`src/rtl/imem_boot_loader.sv`:
```
// Boot loader: packs a big-endian byte stream into 32-bit words, writes them to instruction
// memory and holds the CPU in reset until done. Optional checksum: IMEM_BOOT_LOADER_CHECKSUM_EN.
module imem_boot_loader #(
    parameter int ADDR_W     = 8,
    parameter int WORD_COUNT = 64
) (
    input  logic                             clk,
    input  logic                             reset,
    input  logic                             start,
    input  logic [7:0]                       byte_in,
    input  logic                             byte_valid,
    output logic                             byte_ready,
    output logic                             im_we,
    output logic [ADDR_W-1:0]                im_addr,
    output logic [31:0]                      im_wdata,
    output logic                             cpu_reset,
    output logic                             busy,
    output logic                             done,
    output logic                             error,
    output logic [$clog2(WORD_COUNT+1)-1:0]  words_loaded
);

    localparam int WL_W = $clog2(WORD_COUNT + 1);
    localparam logic [WL_W-1:0] WL_ONE  = WL_W'(1);
    localparam logic [WL_W-1:0] WL_LAST = WL_W'(WORD_COUNT - 1);
    localparam logic [WL_W-1:0] WL_MAX  = WL_W'(WORD_COUNT);

    typedef enum logic [2:0] {
        ST_IDLE,
        ST_LOAD,
        ST_WRITE,
`ifdef IMEM_BOOT_LOADER_CHECKSUM_EN
        ST_CHECK,
        ST_ERROR,
`endif
        ST_DONE
    } state_t;

    state_t            state_reg, state_next;
    logic [1:0]        byte_idx_reg, byte_idx_next;
    logic [31:0]       word_reg, word_next;
    logic [31:0]       packed_word;
    logic [WL_W-1:0]   words_loaded_reg, words_loaded_next;
    logic              im_we_reg, im_we_next;
    logic [ADDR_W-1:0] im_addr_reg, im_addr_next;
    logic [31:0]       im_wdata_reg, im_wdata_next;
    logic              byte_ready_reg, byte_ready_next;
    logic              cpu_reset_reg, cpu_reset_next;
    logic              busy_reg, busy_next;
    logic              done_reg, done_next;
    logic              take;
`ifdef IMEM_BOOT_LOADER_CHECKSUM_EN
    logic [31:0]       sum_reg, sum_next;
    logic              error_reg, error_next;
`endif

    always_comb begin
        state_next        = state_reg;
        byte_idx_next     = byte_idx_reg;
        word_next         = word_reg;
        words_loaded_next = words_loaded_reg;
        im_we_next        = 1'b0;
        im_addr_next      = im_addr_reg;
        im_wdata_next     = im_wdata_reg;
`ifdef IMEM_BOOT_LOADER_CHECKSUM_EN
        sum_next          = sum_reg;
`endif
        // byte_ready_reg is only high in LOAD/CHECK, so it doubles as the acceptance gate
        take        = byte_valid && byte_ready_reg;
        packed_word = word_reg;
        case (byte_idx_reg)
            2'd0:    packed_word[31:24] = byte_in;
            2'd1:    packed_word[23:16] = byte_in;
            2'd2:    packed_word[15:8]  = byte_in;
            default: packed_word[7:0]   = byte_in;
        endcase

        case (state_reg)
            ST_IDLE: begin
                if (start) state_next = ST_LOAD;
            end
            ST_LOAD: begin
                if (take) begin
                    word_next     = packed_word;
                    byte_idx_next = byte_idx_reg + 2'd1;
                    if (byte_idx_reg == 2'd3) begin
                        state_next    = ST_WRITE;
                        im_we_next    = 1'b1;
                        im_addr_next  = ADDR_W'({words_loaded_reg, 2'b00});
                        im_wdata_next = packed_word;
                    end
                end
            end
            ST_WRITE: begin
                byte_idx_next = 2'd0;
                word_next     = 32'd0;
                if (words_loaded_reg != WL_MAX) words_loaded_next = words_loaded_reg + WL_ONE;
`ifdef IMEM_BOOT_LOADER_CHECKSUM_EN
                sum_next = sum_reg + im_wdata_reg;
                if (words_loaded_reg == WL_LAST) state_next = ST_CHECK;
                else                             state_next = ST_LOAD;
`else
                if (words_loaded_reg == WL_LAST) state_next = ST_DONE;
                else                             state_next = ST_LOAD;
`endif
            end
`ifdef IMEM_BOOT_LOADER_CHECKSUM_EN
            ST_CHECK: begin
                if (take) begin
                    word_next     = packed_word;
                    byte_idx_next = byte_idx_reg + 2'd1;
                    if (byte_idx_reg == 2'd3)
                        state_next = (packed_word == sum_reg) ? ST_DONE : ST_ERROR;
                end
            end
`endif
            default: ;
        endcase

        // Status outputs are registered images of the state being entered
        byte_ready_next = (state_next == ST_LOAD);
        busy_next       = (state_next == ST_LOAD) || (state_next == ST_WRITE);
        done_next       = (state_next == ST_DONE);
        cpu_reset_next  = (state_next != ST_DONE);
`ifdef IMEM_BOOT_LOADER_CHECKSUM_EN
        byte_ready_next = byte_ready_next || (state_next == ST_CHECK);
        busy_next       = busy_next || (state_next == ST_CHECK);
        error_next      = (state_next == ST_ERROR);
`endif
    end

    always_ff @(posedge clk) begin
        if (reset) begin
            state_reg        <= ST_IDLE;
            byte_idx_reg     <= 2'd0;
            word_reg         <= 32'd0;
            words_loaded_reg <= '0;
            im_we_reg        <= 1'b0;
            im_addr_reg      <= '0;
            im_wdata_reg     <= 32'd0;
            byte_ready_reg   <= 1'b0;
            cpu_reset_reg    <= 1'b1;
            busy_reg         <= 1'b0;
            done_reg         <= 1'b0;
`ifdef IMEM_BOOT_LOADER_CHECKSUM_EN
            sum_reg          <= 32'd0;
            error_reg        <= 1'b0;
`endif
        end else begin
            state_reg        <= state_next;
            byte_idx_reg     <= byte_idx_next;
            word_reg         <= word_next;
            words_loaded_reg <= words_loaded_next;
            im_we_reg        <= im_we_next;
            im_addr_reg      <= im_addr_next;
            im_wdata_reg     <= im_wdata_next;
            byte_ready_reg   <= byte_ready_next;
            cpu_reset_reg    <= cpu_reset_next;
            busy_reg         <= busy_next;
            done_reg         <= done_next;
`ifdef IMEM_BOOT_LOADER_CHECKSUM_EN
            sum_reg          <= sum_next;
            error_reg        <= error_next;
`endif
        end
    end

    assign byte_ready   = byte_ready_reg;
    assign im_we        = im_we_reg;
    assign im_addr      = im_addr_reg;
    assign im_wdata     = im_wdata_reg;
    assign cpu_reset    = cpu_reset_reg;
    assign busy         = busy_reg;
    assign done         = done_reg;
    assign words_loaded = words_loaded_reg;
`ifdef IMEM_BOOT_LOADER_CHECKSUM_EN
    assign error        = error_reg;
`else
    assign error        = 1'b0;
`endif

endmodule
```
`config.mk`:
```
export PLATFORM = sky130hd
export DESIGN_NAME = imem_boot_loader
export DESIGN_NICKNAME = d
export VERILOG_FILES = /design/src/rtl/imem_boot_loader.sv
export SDC_FILE = /design/constraint.sdc
export NUM_CORES = 1
export LEC_CHECK = 0
export CELL_PAD_IN_SITES_DETAIL_PLACEMENT = 1
export CELL_PAD_IN_SITES_GLOBAL_PLACEMENT = 2
export CORE_MARGIN = 3
export CORE_UTILIZATION = 35
export DETAILED_ROUTE_END_ITERATION = 7
export GPL_TIMING_DRIVEN = 0
export HOLD_SLACK_MARGIN = 0.06
export PLACE_DENSITY = 0.85
export SETUP_SLACK_MARGIN = 0.2
export SLEW_MARGIN = 30
export SYNTH_ARGS = -nofsm -noshare
export SYNTH_HDL_FRONTEND = slang
export SYNTH_SLANG_ARGS = --single-unit
```
`constraint.sdc`:
```
create_clock -name clk -period 5.3 [get_ports clk]
set_clock_uncertainty 0.15 [all_clocks]
set_input_delay 1.325 -clock clk [delete_from_list [all_inputs] [get_ports clk]]
set_output_delay 1.325 -clock clk [all_outputs]
set_load 0.05 [all_outputs]
```
==> summary.txt, run 1 <==
Status
  • Outcome: completed

Place
  • Inst Count DP: 569
  • Final HPWL DP: 7.948 mm
  • Post-DP Area: 4409 um^2
  • I/O Buffers: 59
  • Routability cong.: 0.8252

Power
  • Psw: 0.0002701 W
  • Comb pwr share: 6.8%
  • Power Density: 250.4 nW/um^2
  • Seq pwr share: 51.8%
  • Peak VDD IR: 0.1296 mV
  • Clock network fraction of total power: 41.4%
  • Sw Ratio: 23.37%
  • Leak: 1.591 nW
  • Pint: 0.0008853 W

Route
  • Routed WL: 10.80 mm
  • Via count: 3141
  • Drt pass-1 iters: 4
  • Drt drc: 0
  • Drt via density: 5.388
  • Routed WL per cell: 18.53 um
  • Antenna-violating nets left: 0
  • Iter 0 DRT Violations: 122

Timing
  • Setup TNS: 0 ns
  • RSZ-0062 raised after global routing: no
  • Fin crit period: 3.192 ns
  • Final Cycle Share: 60.23%
  • Least-Margin Pin Slew: 0.8344 ns
  • Fmax: 313.3 MHz
  • Worst relative slew slack: 43.95%
  • Hold Slack: 0.3294 ns
  • # setup viols final: 0
  • Pins Over Slew Limit: 0
  • Final Hold Viols: 0

Floorplan
  • Core area: 9955 um^2
  • Rows: 36
  • # IOs: 65
  • Die ar.: 11670 um^2
  • Die height: 108.0 um
  • Die W: 108.0 um
  • Initial core utilization: 36.61%

Worst setup path
  • CP required: 3.83 ns
  • CP max stage delay: 0.87 ns
  • WS Path Type: reg2out
  • Buf+Inv Stages, Crit Path: 1
  • Crit end category: output port
  • Largest delay contributor family on the critical path: buffers and inverters
  • Slowest CP cell: clkdlybuf4s50_1
  • CP cell instances: clkdlybuf4s50_1
  • Crit Path Max Fanout: 8
  • Worst Path Arrival: 1.72 ns
  • Crit start category: flop

CTS
  • Hold-fix buffers at CTS: 0
  • Worst-skew pair later-pin latency: 0.35 ns
  • Total CTS buffers: 9
  • Reg clk slew, reported paths: 0.08 ns
  • Root buf cell: clkbuf_8
  • Post-CTS sizing: 0
  • Clk buf depth: 2
  • Setup bufs post-CTS: 0
  • Clock Sinks: 79
  • CTS tree: built
  • # H-tree levels: 3

Final layout
  • Layout cells sized above 1: 8.444%
  • Fin nets: 465
  • Most frequent cells in the layout: 79 x dfxtp_1, 59 x clkdlybuf4s50_1, 51 x mux2i_1
  • Antenna cells: 0
  • FILL cells: 1144
  • Fin cells: 583
  • Commonest non-fill, non-tap cell in the layout: dfxtp_1
  • Post-route cell area: 4614 um^2
  • Layout overhead on the synthesized area: 26.60%
  • Final core occ: 46.36%
  • Max reg flops: 32

Yosys
  • Warnings, synthesis: 0
  • Yosys reg bits: 79
  • Synthesized area: 3645 um^2
  • Top_reg_cell synth: dfxtp_1
  • Synth cell types: 41
  • Cell count after synthesis: 375
  • Post-synth EDFFs: 0
  • Async SR Flop Fraction: 0%
  • Synth Area per Inst: 9.719 um^2
  • Seq/Total Area, Yosys: 43.39%

Min path
  • Type of the worst min-delay path: reg2reg

Global routing
  • Largest net degree at the start of global routing: 13
  • Total GRT Usage: 19.52%
  • Number of global-route vias before repair: 3266
  • Initial antenna violation count: 0
  • First-pass GRT wire length: 17.73 mm
  • Overflow left after global routing: 0

Run
  • Max-Cap Viols: 0
==> final timing paths <==
check	from	to	slack, ns	depth (start not counted)
hold / removal	im_addr[4]	im_addr[4]	0.33	2
setup reg to reg	byte_idx_reg[0]	im_wdata[1]	2.69	6
hold reg to reg	im_addr[4]	im_addr[4]	0.33	2
setup / recovery	words_loaded[2]	words_loaded[2]	2.11	1
==> layer usage <==
metal  up-vias  part of all wire (%)  wire length (um)  global-route usage (%)
met5         -                     0                 0                       0
met4         0                   2.1               225                   6.673
met3        15                   4.4               474                   2.567
met2        78                    46              4954                   30.95
met1      1533                    48              5149                   27.34
li1       1515                     -                 -                       -
==> synthesized netlist by cell type, drive strengths merged (2+ instances only) <==
cell type	count	area share (%)
a211oi	27	5.6
a21oi	7	0.96
a31oi	25	4.3
buf	15	2.2
clkbuf	30	3.1
dfxtp	79	43
ha	6	2.1
inv	6	0.62
mux2	5	1.5
mux2i	51	14
nand2	3	0.31
nand2b	19	3.3
nand3	7	1.2
nand3b	28	5.8
nand4	10	1.7
nor2	3	0.31
nor2b	8	1.4
nor3	4	0.55
nor3b	6	1.2
nor4	2	0.34
o21ai	13	1.8
o31ai	3	0.62
or2	3	0.51
or3	2	0.48
==> final cells by class <==
type                            count  area, um^2  share of cell area [%]
Multi-Input combinational cell    246        1857                   40.24
Sequential cell                    79        1582                   34.27
Timing Repair Buffer               59       590.6                   12.80
Buffer                             45       192.7                   4.176
Tap cell                          133       166.4                   3.606
Clock buffer                       10       127.6                   2.766
Clock inverter                      4       72.57                   1.573
Inverter                            7       26.28                  0.5694
==> stage by stage <==
step	setup slack, ns	power (W)
2_1_floorplan	2.625	0.0006605
3_3_place_gp	1.897	0.0006897
3_5_place_dp	1.916	0.0006900
6_report	2.108	0.001155
4_1_cts	2.096	0.001164
5_1_grt	2.047	0.001201
==> power groups by stage <==
stage,clock network (W),registers [W],logic (W)
global placement,0,0.000612,0.0000776
finish,0.000479,0.000598,0.0000784
global route,0.000518,0.000599,0.0000844
CTS,0.000488,0.000598,0.0000784
detailed placement,0,0.000612,0.0000778
floorplan,0,0.000616,0.0000449
==> kinds of logic after synthesis <==
family,share of synthesized area [%]
buf+inv,6.007
mux,15.55
compound gates,14.38
flops,43.39
fa+ha+maj,2.060
other cells,0.1029
simple gates,18.50
Power figures use the tool's default switching activity.
==> run 2: changes to the inputs <==
--- a/config.mk
+++ b/config.mk
@@ -8,11 +8,11 @@
 export CELL_PAD_IN_SITES_DETAIL_PLACEMENT = 1
 export CELL_PAD_IN_SITES_GLOBAL_PLACEMENT = 2
 export CORE_MARGIN = 3
-export CORE_UTILIZATION = 35
+export CORE_UTILIZATION = 32
 export DETAILED_ROUTE_END_ITERATION = 7
 export GPL_TIMING_DRIVEN = 0
 export HOLD_SLACK_MARGIN = 0.06
-export PLACE_DENSITY = 0.85
+export PLACE_DENSITY = 0.79
 export SETUP_SLACK_MARGIN = 0.2
 export SLEW_MARGIN = 30
 export SYNTH_ARGS = -nofsm -noshare
==> constraint.sdc (replaced) <==
create_clock -name clk -period 3.1 [get_ports clk]
set_clock_uncertainty 0.15 [all_clocks]
set_input_delay 0.775 -clock clk [delete_from_list [all_inputs] [get_ports clk]]
set_output_delay 0.775 -clock clk [all_outputs]
set_load 0.05 [all_outputs]
==> run 2 against run 1 <==
Final cell count up 1.5%. Largest cell class unchanged. Cell area is 2.9% higher. Critical endpoint unchanged. Critical path type unchanged. Sequential share of layout area fell by 0.97 points.
==> summary.txt, run 2 (same netlist as run 1, synthesis figures left out) <==
Place
  • Routability cong.: 0.7969
  • I/O Buffers: 59
  • Dpl ws: 0.3359 ns
  • Final HPWL DP: 8.180 mm

Floorplan
  • Die ar.: 12710 um^2
  • Initial core utilization: 33.19%
  • Die W: 112.7 um
  • # IOs: 65
  • Rows: 38
  • Die height: 112.7 um
  • Core area: 10980 um^2

Min path
  • Critical hold path startpoint: im_addr[4]
  • Type of the worst min-delay path: reg2reg

Timing
  • Pins Over Slew Limit: 0
  • # setup viols final: 0
  • Setup TNS: 0 ns
  • RSZ-0062 raised after global routing: no
  • Fin crit period: 2.615 ns
  • Fmax: 382.4 MHz
  • Final worst slack: 0.4846 ns
  • Final Cycle Share: 84.37%
  • Least-Margin Pin Slew: 0.7955 ns
  • Final Hold Viols: 0
  • Worst relative slew slack: 46.97%

Global routing
  • Number of global-route vias before repair: 3197
  • Initial antenna violation count: 0
  • Overflow left after global routing: 0
  • Largest net degree at the start of global routing: 13
  • First-pass GRT wire length: 18.06 mm
  • Total GRT Usage: 18.31%

Worst setup path
  • Worst Path Arrival: 1.69 ns
  • Worst r2r src: byte_idx_reg[0]
  • CP required: 2.17 ns
  • Crit start category: flop
  • Crit Path Max Fanout: 8
  • Slowest CP cell: clkdlybuf4s50_1
  • Largest delay contributor family on the critical path: buffers and inverters
  • WS Path Type: reg2out
  • CP startpoint: words_loaded[2]
  • Crit end category: output port
  • Buf+Inv Stages, Crit Path: 1
  • CP cell instances: clkdlybuf4s50_1
  • CP max stage delay: 0.87 ns

Final layout
  • Layout overhead on the synthesized area: 30.28%
  • Commonest non-fill, non-tap cell in the layout: dfxtp_1
  • Antenna cells: 0
  • Most frequent cells in the layout: 79 x dfxtp_1, 59 x clkdlybuf4s50_1, 51 x mux2i_1
  • Layout cells sized above 1: 8.628%
  • Fin nets: 465
  • Max reg flops: 32
  • FILL cells: 1242

Status
  • Outcome: completed

CTS
  • CTS tree: built
  • Clk buf depth: 2
  • Clock Sinks: 79
  • Worst-skew pair later-pin latency: 0.34 ns
  • Post-CTS sizing: 0
  • Total CTS buffers: 9
  • Reg clk slew, reported paths: 0.06 ns
  • # H-tree levels: 3
  • Hold-fix buffers at CTS: 0
  • Setup bufs post-CTS: 0
  • Root buf cell: clkbuf_16

Route
  • Antenna-violating nets left: 0
  • Routed WL per cell: 19.23 um
  • Iter 0 DRT Violations: 90
  • Via count: 3161
  • Drt drc: 0
  • Drt via density: 5.340
  • Routed WL: 11.39 mm
  • Drt pass-1 iters: 4

Power
  • Peak VDD IR: 0.2223 mV
  • Power Density: 491.1 nW/um^2
  • Leak: 1.653 nW

Run
  • Max-Cap Viols: 0
[run 2: metal layers]
layer / GRT usage, % / share of wire, % / vias to the layer above
met5: 0 / 0 / -
met4: 7.212 / 1.7 / 0
met3: 2.032 / 3.5 / 15
met2: 28.52 / 46 / 54
met1: 26.00 / 49 / 1573
li1: - / - / 1519
[run 2: power by group]
| group | switching [W] | internal (W) | leakage [nW] |
|---|---|---|---|
| combinational | 0.0000850 | 0.0000499 | 0.856 |
| clock | 0.000424 | 0.000749 | 0.160 |
| sequential | 0.00000334 | 0.00102 | 0.637 |
| total | 0.000512 | 0.00182 | 1.65 |
[run 2: worst paths after layout]
path | to | cells past startpoint | slack, ns
setup / recovery | words_loaded[2] | 1 | 0.48
setup reg to reg | im_wdata[7] | 6 | 0.52
hold / removal | im_addr[4] | 2 | 0.32
hold reg to reg | im_addr[4] | 2 | 0.32
[run 2: cell type report]
class / instances / area [um^2] / area share (%)
buffer: 45 / 192.7 / 4.058
clock buffer: 13 / 260.3 / 5.481
clock inverter: 3 / 65.06 / 1.370
inverter: 7 / 26.28 / 0.5534
multi-input combinational: 246 / 1857 / 39.10
sequential: 79 / 1582 / 33.31
tap: 140 / 175.2 / 3.689
timing repair buffer: 59 / 590.6 / 12.44
[run 2: per-stage QoR]
step | hold slack (ns) | utilization (%) | power (W) | area [um^2] | std cells
after floorplan | 0.3117 | - | 0.001129 | 3652 | 377
after global placement | 0.3082 | 40.23 | 0.001179 | 4418 | 576
after detailed placement | 0.3180 | 40.27 | 0.001181 | 4423 | 576
after CTS | 0.3322 | 43.23 | 0.002351 | 4748 | 592
after global routing | 0.3496 | 43.23 | 0.002399 | 4748 | 592
final | 0.3210 | 43.23 | 0.002332 | 4748 | 592
==> run 3: changes to the inputs <==
--- a/config.mk
+++ b/config.mk
@@ -8,11 +8,11 @@
 export CELL_PAD_IN_SITES_DETAIL_PLACEMENT = 1
 export CELL_PAD_IN_SITES_GLOBAL_PLACEMENT = 2
 export CORE_MARGIN = 3
-export CORE_UTILIZATION = 32
+export CORE_UTILIZATION = 29
 export DETAILED_ROUTE_END_ITERATION = 7
 export GPL_TIMING_DRIVEN = 0
 export HOLD_SLACK_MARGIN = 0.06
-export PLACE_DENSITY = 0.79
+export PLACE_DENSITY = 0.76
 export SETUP_SLACK_MARGIN = 0.2
 export SLEW_MARGIN = 30
 export SYNTH_ARGS = -nofsm -noshare
==> constraint.sdc (replaced) <==
create_clock -name clk -period 2.4 [get_ports clk]
set_clock_uncertainty 0.15 [all_clocks]
set_input_delay 0.6 -clock clk [delete_from_list [all_inputs] [get_ports clk]]
set_output_delay 0.6 -clock clk [all_outputs]
set_load 0.05 [all_outputs]
==> run 3 against run 2 <==
Via count down 0.28%. Clock power up 14%. Sequential power up 29%. Core utilization down 4.6 points. Combinational power up 28%. Global-route usage down 1.5 points. Worst setup slack worse by 0.22 ns. Register-to-register slack worse by 0.16 ns. Sequential cell count unchanged. Sequential share of layout area up 0.31 points. Cell area down 0.92%. Largest cell class unchanged. Largest power group unchanged. Highest routed layer unchanged.
==> summary.txt, run 3 (same netlist as run 1, synthesis figures left out) <==
Global routing
  • Initial antenna violation count: 0
  • Total GRT Usage: 16.83%
  • Number of global-route vias before repair: 3362
  • Overflow left after global routing: 0
  • Largest net degree at the start of global routing: 14
  • First-pass GRT wire length: 18.56 mm

Route
  • Antenna-violating nets left: 0
  • Via count: 3152
  • Routed WL per cell: 18.51 um
  • Iter 0 DRT Violations: 181
  • Drt via density: 5.084
  • Drt pass-1 iters: 4
  • Routed WL: 11.48 mm
  • Drt drc: 0

Worst setup path
  • Crit start category: flop
  • CP required: 1.65 ns
  • Crit end category: output port
  • Flop2flop setup slack: 0.36 ns
  • Buf+Inv Stages, Crit Path: 1
  • WS Path Type: reg2out
  • Slowest CP cell: dlygate4sd2_1
  • Largest delay contributor family on the critical path: buffers and inverters
  • Worst Path Arrival: 1.38 ns
  • Critical path depth: 1
  • CP cell instances: dlygate4sd2_1
  • R2R depth: 6
  • CP max stage delay: 0.57 ns
  • Crit Path Max Fanout: 7

CTS
  • Worst-skew pair later-pin latency: 0.35 ns
  • # H-tree levels: 3
  • Setup bufs post-CTS: 0
  • Root buf cell: clkbuf_16
  • Reg clk slew, reported paths: 0.06 ns
  • Total CTS buffers: 9
  • Clock Sinks: 79
  • Hold-fix buffers at CTS: 0
  • Clk buf depth: 2
  • CTS tree: built

Final layout
  • Fin nets: 465
  • Layout cells sized above 1: 10.84%
  • Antenna cells: 0
  • Commonest non-fill, non-tap cell in the layout: dfxtp_1
  • Post-route cell area: 4705 um^2
  • Layout overhead on the synthesized area: 29.08%
  • FILL cells: 1392
  • Most frequent cells in the layout: 79 x dfxtp_1, 51 x mux2i_1, 48 x dlygate4sd2_1
  • Max reg flops: 32

Power
  • Total power: 0.002824 W
  • Peak VDD IR: 0.2650 mV
  • Power Density: 600.4 nW/um^2
  • Leak: 1.879 nW

Timing
  • Fmax: 468.7 MHz
  • Final worst slack: 0.2666 ns
  • Worst relative slew slack: 53.41%
  • Pins Over Slew Limit: 0
  • Least-Margin Pin Slew: 0.6988 ns
  • Final Hold Viols: 0
  • Final Cycle Share: 88.89%
  • Fin crit period: 2.133 ns
  • # setup viols final: 0
  • RSZ-0062 raised after global routing: no
  • Setup TNS: 0 ns

Run
  • Max-Cap Viols: 0

Floorplan
  • Die W: 118.1 um
  • # IOs: 65
  • Die height: 118.1 um
  • Core area: 12160 um^2
  • Rows: 40
  • Initial core utilization: 29.97%
  • Die ar.: 13950 um^2

Place
  • Routability cong.: 0.7791
  • I/O Buffers: 59
  • Final HPWL DP: 8.332 mm
  • Dpl ws: -0.2606 ns
  • Post-DP Area: 4453 um^2

Status
  • Outcome: completed

Min path
  • WHS Path Cells: 2
  • Type of the worst min-delay path: reg2reg
## run 3: per-stage QoR
step | hold WS [ns] | instances | util, %
6_report | 0.3267 | 620 | 38.68
5_1_grt | 0.3517 | 620 | 38.68
4_1_cts | 0.3295 | 620 | 38.60
3_5_place_dp | 0.3186 | 604 | 36.62
3_3_place_gp | 0.3115 | 604 | 36.62
2_1_floorplan | 0.3117 | 377 | -
## run 3: cell type report
| cell class | instances | area, um^2 | area share [%] |
|---|---|---|---|
| multi-input cells | 246 | 1868 | 39.71 |
| clock buffers | 11 | 252.7 | 5.372 |
| plain buffers | 45 | 202.7 | 4.309 |
| flip-flops and latches | 79 | 1582 | 33.62 |
| well taps | 168 | 210.2 | 4.468 |
| inverters | 7 | 26.28 | 0.5585 |
| repair buffers | 59 | 531.8 | 11.30 |
| clock inverters | 5 | 31.28 | 0.6649 |
## run 3: final timing paths
kind | end | start
worst min register to register | im_addr[2] | im_addr[2]
worst max register to register | word_reg[30] | byte_idx_reg[0]
worst max-delay path | words_loaded[5] | words_loaded[5]
worst min-delay path | im_addr[2] | im_addr[2]
## run 3: timing repair
item                       in CTS  in global routing
cloned                          0                  0
gates resized for setup        58                  6
hold endpoints to repair        0                  0
setup endpoints to repair      92                 55
## run 3: report_power, final
part           internal (W)  switching [W]
logic             0.0000630       0.000110
registers           0.00132     0.00000470
clock network      0.000755       0.000572
total               0.00214       0.000687
## run 3: per-layer routing
metal  up-vias  part of all wire (%)  track usage [%]
met5         -                     0                0
met4         0                   1.4            5.421
met3        11                   4.1            3.364
met2        59                    48            28.37
met1      1564                    46            21.56
li1       1518                     -                -
